### src/rtl/boot_io_ctrl_if.sv
// Boot/I-O controller bus bundle.
// Groups the program-load handshake, instruction-memory write port, core
// store port and status/outport signals of boot_io_ctrl.
//   slave  : controller side (boot_io_ctrl)
//   master : environment side (loader, imem, core, observers)
// Build option: LOAD_CHECKSUM_EN adds load_csum (checksum sampled with the
// load_last word).
interface boot_io_ctrl_if #(
  parameter int unsigned WIDTH        = 32,
  parameter int unsigned DEPTH        = 256,
  parameter int unsigned NUM_OUTPORTS = 2
);
  localparam int unsigned AW = $clog2(DEPTH);

  logic                          load_start;
  logic                          load_valid;
  logic [WIDTH-1:0]              load_data;
  logic                          load_last;
  logic                          load_ready;
`ifdef LOAD_CHECKSUM_EN
  logic [WIDTH-1:0]              load_csum;
`endif
  logic                          imem_wren;
  logic [AW-1:0]                 imem_addr;
  logic [WIDTH-1:0]              imem_wdata;
  logic                          core_run;
  logic                          core_mem_wren;
  logic [WIDTH-1:0]              core_mem_addr;
  logic [WIDTH-1:0]              core_mem_wdata;
  logic [NUM_OUTPORTS*WIDTH-1:0] outport;
  logic [AW:0]                   load_count;
  logic                          load_err;

  modport slave (
`ifdef LOAD_CHECKSUM_EN
    input  load_csum,
`endif
    input  load_start, load_valid, load_data, load_last,
    input  core_mem_wren, core_mem_addr, core_mem_wdata,
    output load_ready, imem_wren, imem_addr, imem_wdata,
    output core_run, outport, load_count, load_err
  );

  modport master (
`ifdef LOAD_CHECKSUM_EN
    output load_csum,
`endif
    output load_start, load_valid, load_data, load_last,
    output core_mem_wren, core_mem_addr, core_mem_wdata,
    input  load_ready, imem_wren, imem_addr, imem_wdata,
    input  core_run, outport, load_count, load_err
  );
endinterface

### src/rtl/boot_io_ctrl.sv
// Boot-and-I/O controller between the external program loader and the core.
// - Valid/ready program-load sequencer writing instruction memory one cycle
//   after each accepted word; holds the core stopped until the load is done.
// - Overflow detection (word offered with memory full) -> sticky error.
// - NUM_OUTPORTS memory-mapped output registers written by core stores while
//   running; outport[i] lives at byte address OUTPORT_BASE + 4*i.
// Ports:
//   clk  : clock, all state on rising edge
//   rst  : asynchronous active-low reset
//   bus  : boot_io_ctrl_if.slave (load handshake, imem write, core store,
//          core_run, outport, load_count, load_err)
// Build option: LOAD_CHECKSUM_EN -- running XOR of accepted words is compared
// against load_csum on the last word; a mismatch ends in the error state.
module boot_io_ctrl #(
  parameter int unsigned      WIDTH        = 32,
  parameter int unsigned      DEPTH        = 256,
  parameter int unsigned      NUM_OUTPORTS = 2,
  parameter logic [WIDTH-1:0] OUTPORT_BASE = 32'hFFFF_FFF0
) (
  input logic           clk,
  input logic           rst,
  boot_io_ctrl_if.slave bus
);

  localparam int unsigned   AW      = $clog2(DEPTH);
  localparam int unsigned   CW      = AW + 1;
  localparam logic [CW-1:0] DEPTH_C = CW'(DEPTH);

  typedef enum logic [2:0] {
    S_IDLE,
    S_LOAD,
    S_DONE,
    S_RUN,
    S_ERR
  } state_t;

  state_t                               state_q, state_d;
  logic [CW-1:0]                        count_q, count_d;
  logic                                 err_q, err_d;
  logic                                 wren_q;
  logic [AW-1:0]                        waddr_q;
  logic [WIDTH-1:0]                     wdata_q;
  logic [NUM_OUTPORTS-1:0][WIDTH-1:0]   outport_q;
  logic [NUM_OUTPORTS-1:0]              hit;
  logic                                 ready;
  logic                                 accept;
  logic                                 restart;
  logic                                 csum_ok;
`ifdef LOAD_CHECKSUM_EN
  logic [WIDTH-1:0]                     csum_q, csum_d;
`endif

  // load_start wins over a word offered in the same cycle, so ready drops
  // and the word is neither counted nor written.
  always_comb begin
    ready   = (state_q == S_LOAD) && (count_q < DEPTH_C) && !bus.load_start;
    accept  = ready && bus.load_valid;
    restart = bus.load_start && (state_q != S_DONE);
  end

`ifdef LOAD_CHECKSUM_EN
  // Includes the last word itself, which is being accepted this cycle.
  assign csum_ok = ((csum_q ^ bus.load_data) == bus.load_csum);
`else
  assign csum_ok = 1'b1;
`endif

  always_comb begin
    state_d = state_q;
    count_d = count_q;
    err_d   = err_q;
`ifdef LOAD_CHECKSUM_EN
    csum_d  = csum_q;
`endif
    if (restart) begin
      state_d = S_LOAD;
      count_d = '0;
      err_d   = 1'b0;
`ifdef LOAD_CHECKSUM_EN
      csum_d  = '0;
`endif
    end else begin
      case (state_q)
        S_LOAD: begin
          if (accept) begin
            count_d = count_q + CW'(1);
`ifdef LOAD_CHECKSUM_EN
            csum_d  = csum_q ^ bus.load_data;
`endif
            if (bus.load_last) begin
              state_d = csum_ok ? S_DONE : S_ERR;
              err_d   = !csum_ok;
            end
          end else if (bus.load_valid && (count_q == DEPTH_C)) begin
            state_d = S_ERR;
            err_d   = 1'b1;
          end
        end
        S_DONE:  state_d = S_RUN;
        S_IDLE,
        S_RUN,
        S_ERR:   state_d = state_q;
        default: state_d = S_IDLE;
      endcase
    end
  end

  always_ff @(posedge clk or negedge rst) begin
    if (!rst) begin
      state_q <= S_IDLE;
      count_q <= '0;
      err_q   <= 1'b0;
      wren_q  <= 1'b0;
      waddr_q <= '0;
      wdata_q <= '0;
`ifdef LOAD_CHECKSUM_EN
      csum_q  <= '0;
`endif
    end else begin
      state_q <= state_d;
      count_q <= count_d;
      err_q   <= err_d;
      wren_q  <= accept;
      if (accept) begin
        waddr_q <= count_q[AW-1:0];
        wdata_q <= bus.load_data;
      end
`ifdef LOAD_CHECKSUM_EN
      csum_q  <= csum_d;
`endif
    end
  end

  // Exact full-width address match per outport; base + 4*i wraps at WIDTH.
  always_comb begin
    hit = '0;
    for (int unsigned i = 0; i < NUM_OUTPORTS; i++) begin
      hit[i] = (state_q == S_RUN) && bus.core_mem_wren &&
               (bus.core_mem_addr[1:0] == 2'b00) &&
               (bus.core_mem_addr == OUTPORT_BASE + WIDTH'(4 * i));
    end
  end

  always_ff @(posedge clk or negedge rst) begin
    if (!rst) begin
      outport_q <= '0;
    end else begin
      for (int unsigned i = 0; i < NUM_OUTPORTS; i++) begin
        if (hit[i]) outport_q[i] <= bus.core_mem_wdata;
      end
    end
  end

  assign bus.load_ready = ready;
  assign bus.imem_wren  = wren_q;
  assign bus.imem_addr  = waddr_q;
  assign bus.imem_wdata = wdata_q;
  assign bus.core_run   = (state_q == S_RUN);
  assign bus.outport    = outport_q;
  assign bus.load_count = count_q;
  assign bus.load_err   = err_q;

endmodule

### src/flat_wrapper.sv
// flat-port wrapper written by rule: the top's interface ports become plain ports
module boot_io_ctrl_flat 
#(
  parameter int unsigned      WIDTH        = 32,
  parameter int unsigned      DEPTH        = 256,
  parameter int unsigned      NUM_OUTPORTS = 2,
  parameter logic [WIDTH-1:0] OUTPORT_BASE = 32'hFFFF_FFF0
)
  (clk, rst, bus_load_start, bus_load_valid, bus_load_data, bus_load_last, bus_core_mem_wren, bus_core_mem_addr, bus_core_mem_wdata, bus_load_ready, bus_imem_wren, bus_imem_addr, bus_imem_wdata, bus_core_run, bus_outport, bus_load_count, bus_load_err);
  boot_io_ctrl_if #(.WIDTH(WIDTH), .DEPTH(DEPTH), .NUM_OUTPORTS(NUM_OUTPORTS)) bus_i ();
  input logic clk;
  input logic rst;
  input wire logic [$bits(bus_i.load_start)-1:0] bus_load_start;
  input wire logic [$bits(bus_i.load_valid)-1:0] bus_load_valid;
  input wire logic [$bits(bus_i.load_data)-1:0] bus_load_data;
  input wire logic [$bits(bus_i.load_last)-1:0] bus_load_last;
  input wire logic [$bits(bus_i.core_mem_wren)-1:0] bus_core_mem_wren;
  input wire logic [$bits(bus_i.core_mem_addr)-1:0] bus_core_mem_addr;
  input wire logic [$bits(bus_i.core_mem_wdata)-1:0] bus_core_mem_wdata;
  output wire logic [$bits(bus_i.load_ready)-1:0] bus_load_ready;
  output wire logic [$bits(bus_i.imem_wren)-1:0] bus_imem_wren;
  output wire logic [$bits(bus_i.imem_addr)-1:0] bus_imem_addr;
  output wire logic [$bits(bus_i.imem_wdata)-1:0] bus_imem_wdata;
  output wire logic [$bits(bus_i.core_run)-1:0] bus_core_run;
  output wire logic [$bits(bus_i.outport)-1:0] bus_outport;
  output wire logic [$bits(bus_i.load_count)-1:0] bus_load_count;
  output wire logic [$bits(bus_i.load_err)-1:0] bus_load_err;
  assign bus_i.load_start = bus_load_start;
  assign bus_i.load_valid = bus_load_valid;
  assign bus_i.load_data = bus_load_data;
  assign bus_i.load_last = bus_load_last;
  assign bus_i.core_mem_wren = bus_core_mem_wren;
  assign bus_i.core_mem_addr = bus_core_mem_addr;
  assign bus_i.core_mem_wdata = bus_core_mem_wdata;
  assign bus_load_ready = bus_i.load_ready;
  assign bus_imem_wren = bus_i.imem_wren;
  assign bus_imem_addr = bus_i.imem_addr;
  assign bus_imem_wdata = bus_i.imem_wdata;
  assign bus_core_run = bus_i.core_run;
  assign bus_outport = bus_i.outport;
  assign bus_load_count = bus_i.load_count;
  assign bus_load_err = bus_i.load_err;
  boot_io_ctrl #(.WIDTH(WIDTH), .DEPTH(DEPTH), .NUM_OUTPORTS(NUM_OUTPORTS), .OUTPORT_BASE(OUTPORT_BASE)) u_core (.clk(clk), .rst(rst), .bus(bus_i));
endmodule
### config.mk
export PLATFORM = sky130hd
export DESIGN_NAME = boot_io_ctrl_flat
export DESIGN_NICKNAME = d
export VERILOG_FILES = /design/src/rtl/boot_io_ctrl_if.sv /design/src/rtl/boot_io_ctrl.sv /design/src/flat_wrapper.sv
export SDC_FILE = /design/constraint.sdc
export NUM_CORES = 1
export LEC_CHECK = 0
export CAP_MARGIN = 20
export CORE_MARGIN = 2
export CORE_UTILIZATION = 55
export CTS_BUF_LIST = sky130_fd_sc_hd__clkbuf_8
export DETAILED_ROUTE_END_ITERATION = 6
export DONT_BUFFER_PORTS = 1
export GPL_TIMING_DRIVEN = 0
export PLACE_DENSITY = 0.82
export SLEW_MARGIN = 40
export SYNTH_ARGS = -nofsm -noshare
export SYNTH_HDL_FRONTEND = slang
export SYNTH_SLANG_ARGS = --single-unit
export TNS_END_PERCENT = 5
### constraint.sdc
create_clock -name clk -period 2.2 [get_ports clk]
set_clock_uncertainty 0.2 [all_clocks]
set_input_delay 0.44 -clock clk [delete_from_list [all_inputs] [get_ports clk]]
set_output_delay 0.44 -clock clk [all_outputs]
set_load 0.02 [all_outputs]
==> results of run 1 <==
sequential cells by signal, summed over array words and instances (netlist names):
| register | count |
|---|---|
| u_core.state_q | 3 |
| u_core.bus.imem_wdata | 32 |
| u_core.bus.load_count | 9 |
| u_core.bus.outport | 64 |
| u_core.bus.load_err | 1 |
| u_core.bus.imem_wren | 1 |
| u_core.bus.imem_addr | 8 |
synth_stat cells, types with 2 or more instances:
master      n  area, um^2
or4_1       2        15.0
nand2_1   122         458
mux2_4      7         105
clkbuf_1   10        37.5
a21oi_1     4        20.0
nor3_1      3        15.0
o21ai_0     3        15.0
dfrtp_1   118        2950
mux2_2     57         642
o31ai_1     4        30.0
nor2_1      7        26.3
a31oi_1     2        12.5
mux2i_1     2        20.0
nand4_1     8        50.1
buf_6       6        67.6
nand3_1     2        10.0
xnor2_1     3        26.3
nand4b_1    2        17.5
nor4_1      4        25.0
inv_1       7        26.3
ha_1        2        25.0
critical path, stage by stage, from the launching register on:
cell	delay [ns]
dfrtp_2	0.44
or3b_4	0.43
nor3_4	0.30
path summary, 6_finish.rpt:
kind / to / start / slack [ns]
max: bus_load_ready / u_core.state_q[1]$_DFFE_PN0P_ / -0.03
min: u_core.bus.imem_wdata[13]$_DFFE_PN0N_ / rst / -0.49
max reg2reg: u_core.bus.load_count[7]$_DFFE_PN0P_ / u_core.state_q[1]$_DFFE_PN0P_ / 0.07
min reg2reg: u_core.state_q[1]$_DFFE_PN0P_ / u_core.state_q[2]$_DFFE_PN0P_ / 0.32
max in group asynchronous: u_core.bus.outport[44]$_DFFE_PN0P_ / rst / 2.09
min in group clk: u_core.state_q[1]$_DFFE_PN0P_ / bus_load_last / 0.06
timing repair:
| action | CTS | global route |
|---|---|---|
| pin swaps | 1 | 2 |
| resized for setup | 13 | 2 |
| setup endpoints to repair | 104 | 41 |
| gates cloned | 0 | 0 |
| buffers inserted | 1 | 3 |
| hold endpoints to repair | 214 | 118 |
logic make-up (layout without fill, tap and decap cells):
family	after synthesis	count (layout)
multiplexers	66	66
XOR/XNOR	4	4
AO/OA/AOI/OAI	18	18
AND/OR/NAND/NOR	163	163
adder cells (fa/ha/maj)	2	2
flip-flops	118	118
buffers and inverters	25	123
per-stage QoR:
stage                     cells  util (%)  instance area [um^2]  TNS, ns
after global routing        602      70.6                  6060   -0.148
after CTS                   599      70.3                  6040  -0.0559
after detailed placement    504      57.6                  4950   -20.04
final                       602      70.6                  6060  -0.0299
after global placement      504      57.6                  4950   -13.26
after floorplan             396         -                  4810  -0.0138
per-layer routing:
layer	GRT usage [%]	vias up	part of all wire, %
met4	13.0	0	3.6
li1	-	1507	-
met3	9.06	39	8.7
met2	49.0	225	53
met5	0	-	0
met1	30.5	1717	35
final cells by class:
cell class / instances / share of cell area (%)
Buffer: 16 / 1.94
Clock buffer: 18 / 4.09
Clock inverter: 13 / 2.62
Inverter: 8 / 0.495
Multi-Input combinational cell: 253 / 28.8
Sequential cell: 118 / 48.8
Tap cell: 108 / 2.23
Timing Repair Buffer: 68 / 11.1
report_power, final:
part           switching (mW)  total, mW  internal (mW)
Clock                   0.876       2.01           1.14
Combinational           0.531      0.921          0.390
Sequential              0.656       3.14           2.49
Total                    2.06       6.08           4.02
==> results.yml, run 1 <==
synthesis:
  synth_compound_area_share_pct: 2.50
  synth-simple-area-share_pct: 16.0
  synth.avg_cell_area_um2: 12.2
  syn_area_um2: 4810
  synth_edf_count: 0
  synthAdderAreaFrac_pct: 0.520
  ys_ff_latch: 118
  yosysWarnings: 0
  postSynthCellCount: 396
  ys_seq_area_share_pct: 61.4
  synth_nets: 500
  synthDistinctLibCells: 42
  async_reset_ff_share_pct: 100
  synthXorXnorAreaFrac_pct: 0.728
  synth_ff_type: "dfrtp_1"
  synth_top_family_by_area: "simple AND/OR/NAND/NOR gates"
  synth_mux_area_share_pct: 15.9
run_status:
  outcome: "finished with violations"
  violations: "hold timing, setup timing"
final_layout:
  fin_nets: 586
  final_common_cell: "nand2_1"
  multi_input_area_um2: 1750
  final_cell_mix: "nand2_1, dfrtp_1, dlygate4sd3_1"
  nFillCells: 543
  regArea_um2: 2960
  syn_to_final_growth_pct: 26.0
  drive_above_1_share_pct: 24.7
  insertedDiodeCount: 0
clock_tree:
  cts_tree: "yes"
  clk_pin_slew_worst_paths_ns: 0.07
  numCtsBuffers: 17
  clockBufferDepth: 2
  clkLatencyLatePin_ns: 0.43
  cts.htree.levels: 4
  root_buffer: "clkbuf_8"
  ctsHoldBuffers: 64
  numClockSinks: 118
setup_path:
  crit_fanout: 5
  cp.required_ns: 1.56
  worst_ep_arrival_time_ns: 1.59
  cp-end-kind: "primary output"
  crit_type: "flip-flop to primary output"
  start_kind: "flip-flop"
  r2r_cells: 4
floorplan:
  die_area_um2: 9510
  core_um2: 8590
  die_w_um: 97.5
  start_util_pct: 56.0
  fp-row-count: 34
  dieHeight_um: 97.5
  ioPinCount: 219
placed_design:
  gp_congestion: 0.790
  numPortBuffers: 0
  hpwl_um: 8080
  pre_cts_slack_ns: -0.280
drt:
  via_count: 3488
  drc: 0
  wl_per_cell_um: 21.5
  drt_pass1_iterations: 4
  routed_wl_um: 12900
  via_per_inst: 5.79
  ant_nets: 0
  drtIter0Drc: 133
sta:
  rsz0062_at_grt: "yes"
  min_period_over_period_pct: 101
  finalSetupViolCount: 1
  worst_slew_pin_slew_ns: 0.603
  relSlewSlack_pct: 59.6
  report.final.hold_viol_count: 118
  setup_ws_ns: -0.0299
  holdWs_ns: -0.493
  min_period_ns: 2.23
  maxSlewViolCount: 0
  fmax_mhz: 448
global_routing:
  grt_pass1_vias: 3867
  grt_overflow: 0
  grt.total_usage_pct: 27.9
  grt_pass1_wl_um: 20400
  grt_max_degree: 119
  antenna_found_initial: 0
power_and_ir_drop:
  ir_worst_vdd_v: 0.000716
  power_mw: 6.08
  power.leakage_nw: 3.10
  power_density_nw_per_um2: 1000
worst_hold_path:
  hp-class: "input port to async pin"
flow_run:
  drv_cap: 0
(Power assumes the default switching activity.)
==> run 2: changes to the inputs <==
--- a/config.mk
+++ b/config.mk
@@ -13,6 +13,7 @@
 export DONT_BUFFER_PORTS = 1
 export GPL_TIMING_DRIVEN = 0
 export PLACE_DENSITY = 0.82
+export SETUP_SLACK_MARGIN = 0.4
 export SLEW_MARGIN = 40
 export SYNTH_ARGS = -nofsm -noshare
 export SYNTH_HDL_FRONTEND = slang
==> run 2 against run 1 <==
  * The run still ends with hold timing, setup timing left
  * Via count rose by 5.8%
  * Sequential cell count did not move
  * Clock power fell by 6%
  * Sequential power rose by 4%
  * Final area rose by 16%
  * Largest cell class unchanged
  * Highest routed layer unchanged
==> results.yml, run 2 (synthesis results as in run 1) <==
run_status:
  outcome: "finished with violations"
  violations: "hold timing, setup timing"
floorplan:
  die_w_um: 97.5
  start_util_pct: 56.0
  dieHeight_um: 97.5
  core_um2: 8590
  die_area_um2: 9510
  fp-row-count: 34
  ioPinCount: 219
setup_path:
  start_kind: "flip-flop"
  cp_slowest_stage_delay_ns: 0.37
  crit_fanout: 2
  cp-end-kind: "primary output"
  worst_ep_arrival_time_ns: 1.58
  cp.required_ns: 1.56
  cp_slowest_cell: "or3b_4"
  cp_top_family: "simple AND/OR/NAND/NOR gates"
  crit_type: "flip-flop to primary output"
  path_cells: "buf_6, or3b_4, buf_8, nor3_4"
  path_buf_inv: 2
power_and_ir_drop:
  comb_power_share_pct: 25.9
  sw_frac_of_total_pct: 38.2
  power_density_nw_per_um2: 990
  switchingPower_mw: 2.66
  intPower_mw: 4.31
  clkPwrFrac_pct: 27.0
  ir_worst_vdd_v: 0.000798
  pwr-share-seq_pct: 47.0
  power.leakage_nw: 3.52
sta:
  fmax_mhz: 450
  finalSetupViolCount: 6
  maxSlewViolCount: 0
  setup_ws_ns: -0.0234
  min_period_over_period_pct: 101
  rsz0062_at_grt: "yes"
  holdWs_ns: -0.499
  min_period_ns: 2.22
  relSlewSlack_pct: 68.1
  worst_slew_pin_slew_ns: 0.479
  report.final.hold_viol_count: 118
drt:
  routed_wl_um: 15300
  drc: 0
  wl_per_cell_um: 24.7
  drt_pass1_iterations: 4
  drtIter0Drc: 172
  ant_nets: 0
  via_count: 3691
  via_per_inst: 5.95
final_layout:
  final_common_cell: "dfrtp_1"
  insertedDiodeCount: 0
  drive_above_1_share_pct: 46.1
  largest_reg_flops: 64
  fin_nets: 603
  fin_util_pct: 82.0
  syn_to_final_growth_pct: 46.4
  nFillCells: 420
  final_cell_mix: "dfrtp_1, dlygate4sd3_1, nand2_1"
placed_design:
  hpwl_um: 7420
  numPortBuffers: 0
  gp_congestion: 0.861
clock_tree:
  clockBufferDepth: 2
  cts.htree.levels: 4
  root_buffer: "clkbuf_8"
  numClockSinks: 118
  numCtsBuffers: 17
  clk_pin_slew_worst_paths_ns: 0.08
  cts_tree: "yes"
  clkLatencyLatePin_ns: 0.42
  ctsHoldBuffers: 64
global_routing:
  grt_overflow: 0
  grt.total_usage_pct: 30.6
  antenna_found_initial: 0
  grt_max_degree: 119
  grt_pass1_vias: 3924
  grt_pass1_wl_um: 22400
worst_hold_path:
  hp-class: "input port to async pin"
flow_run:
  drv_cap: 0
## run 2: cell types whose count changed in the layout (fill, tap and decap cells not counted), moves of 5 or more
cell       change
nand2_2       +37
mux2_4        +28
clkbuf_16      +5
nand2_1       -73
buf_4          +5
clkbuf_1       -5
buf_12         +5
mux2_2        -28
nand2_4       +35
## run 2: stage by stage
step | cells | power (mW) | TNS (ns) | setup slack (ns) | area (um^2)
floorplan | 396 | 3.60 | -0.0164 | -0.00487 | 4810
global placement | 504 | 3.77 | -9.84 | -0.245 | 4950
detailed placement | 504 | 3.82 | -13.90 | -0.238 | 4950
CTS | 620 | 6.35 | -0.0977 | -0.0977 | 6720
global route | 620 | 7.25 | -3.41 | -0.0902 | 7040
finish | 620 | 6.98 | -0.0437 | -0.0234 | 7040
## run 2: cell type report
cell class	instances	area (um^2)	area share [%]
sequential	118	2960	42.0
multi-input combinational	253	2370	33.7
timing repair buffer	84	866	12.3
buffer	17	295	4.19
clock buffer	18	248	3.52
tap	108	135	1.92
clock inverter	14	128	1.81
inverter	8	42.5	0.604
## run 2: routing by layer
metal / wire length, um / part of all wire [%] / vias to the layer above / track usage [%]
met2: 8000 / 52 / 240 / 50.9
met3: 1470 / 9.6 / 24 / 12.7
li1: - / - / 1559 / -
met4: 213 / 1.4 / 0 / 7.80
met5: 0 / 0 / - / 0
met1: 5630 / 37 / 1868 / 37.1
## run 2: what timing repair did
| item | in CTS | in global routing |
|---|---|---|
| resized for setup | 154 | 80 |
| hold endpoints to repair | 214 | 118 |
| cloned | 1 | 0 |
| setup endpoints to repair | 118 | 119 |
| pin swaps | 62 | 77 |
| buffers inserted | 19 | 0 |
## run 2: power groups by stage
stage,logic [mW],registers (mW),clock network [mW]
2_1_floorplan,0.535,3.07,0
3_3_place_gp,0.626,3.14,0
3_5_place_dp,0.685,3.13,0
4_1_cts,1.32,3.15,1.89
5_1_grt,1.92,3.31,2.02
6_report,1.81,3.28,1.89
## run 2: worst paths after layout
check,startpoint,end,slack (ns),depth (start not counted)
worst min-delay path,rst,u_core.bus.imem_wdata[6]$_DFFE_PN0N_,-0.50,0
max in group asynchronous,rst,u_core.bus.outport[14]$_DFFE_PN0P_,2.11,0
worst max register to register,u_core.state_q[2]$_DFFE_PN0P_,u_core.bus.outport[30]$_DFFE_PN0P_,-0.01,8
min in group clk,bus_load_last,u_core.state_q[1]$_DFFE_PN0P_,0.06,2
worst max-delay path,u_core.state_q[0]$_DFFE_PN0P_,bus_load_ready,-0.02,4
worst min register to register,u_core.bus.load_count[3]$_DFFE_PN0P_,u_core.bus.load_count[3]$_DFFE_PN0P_,0.43,1
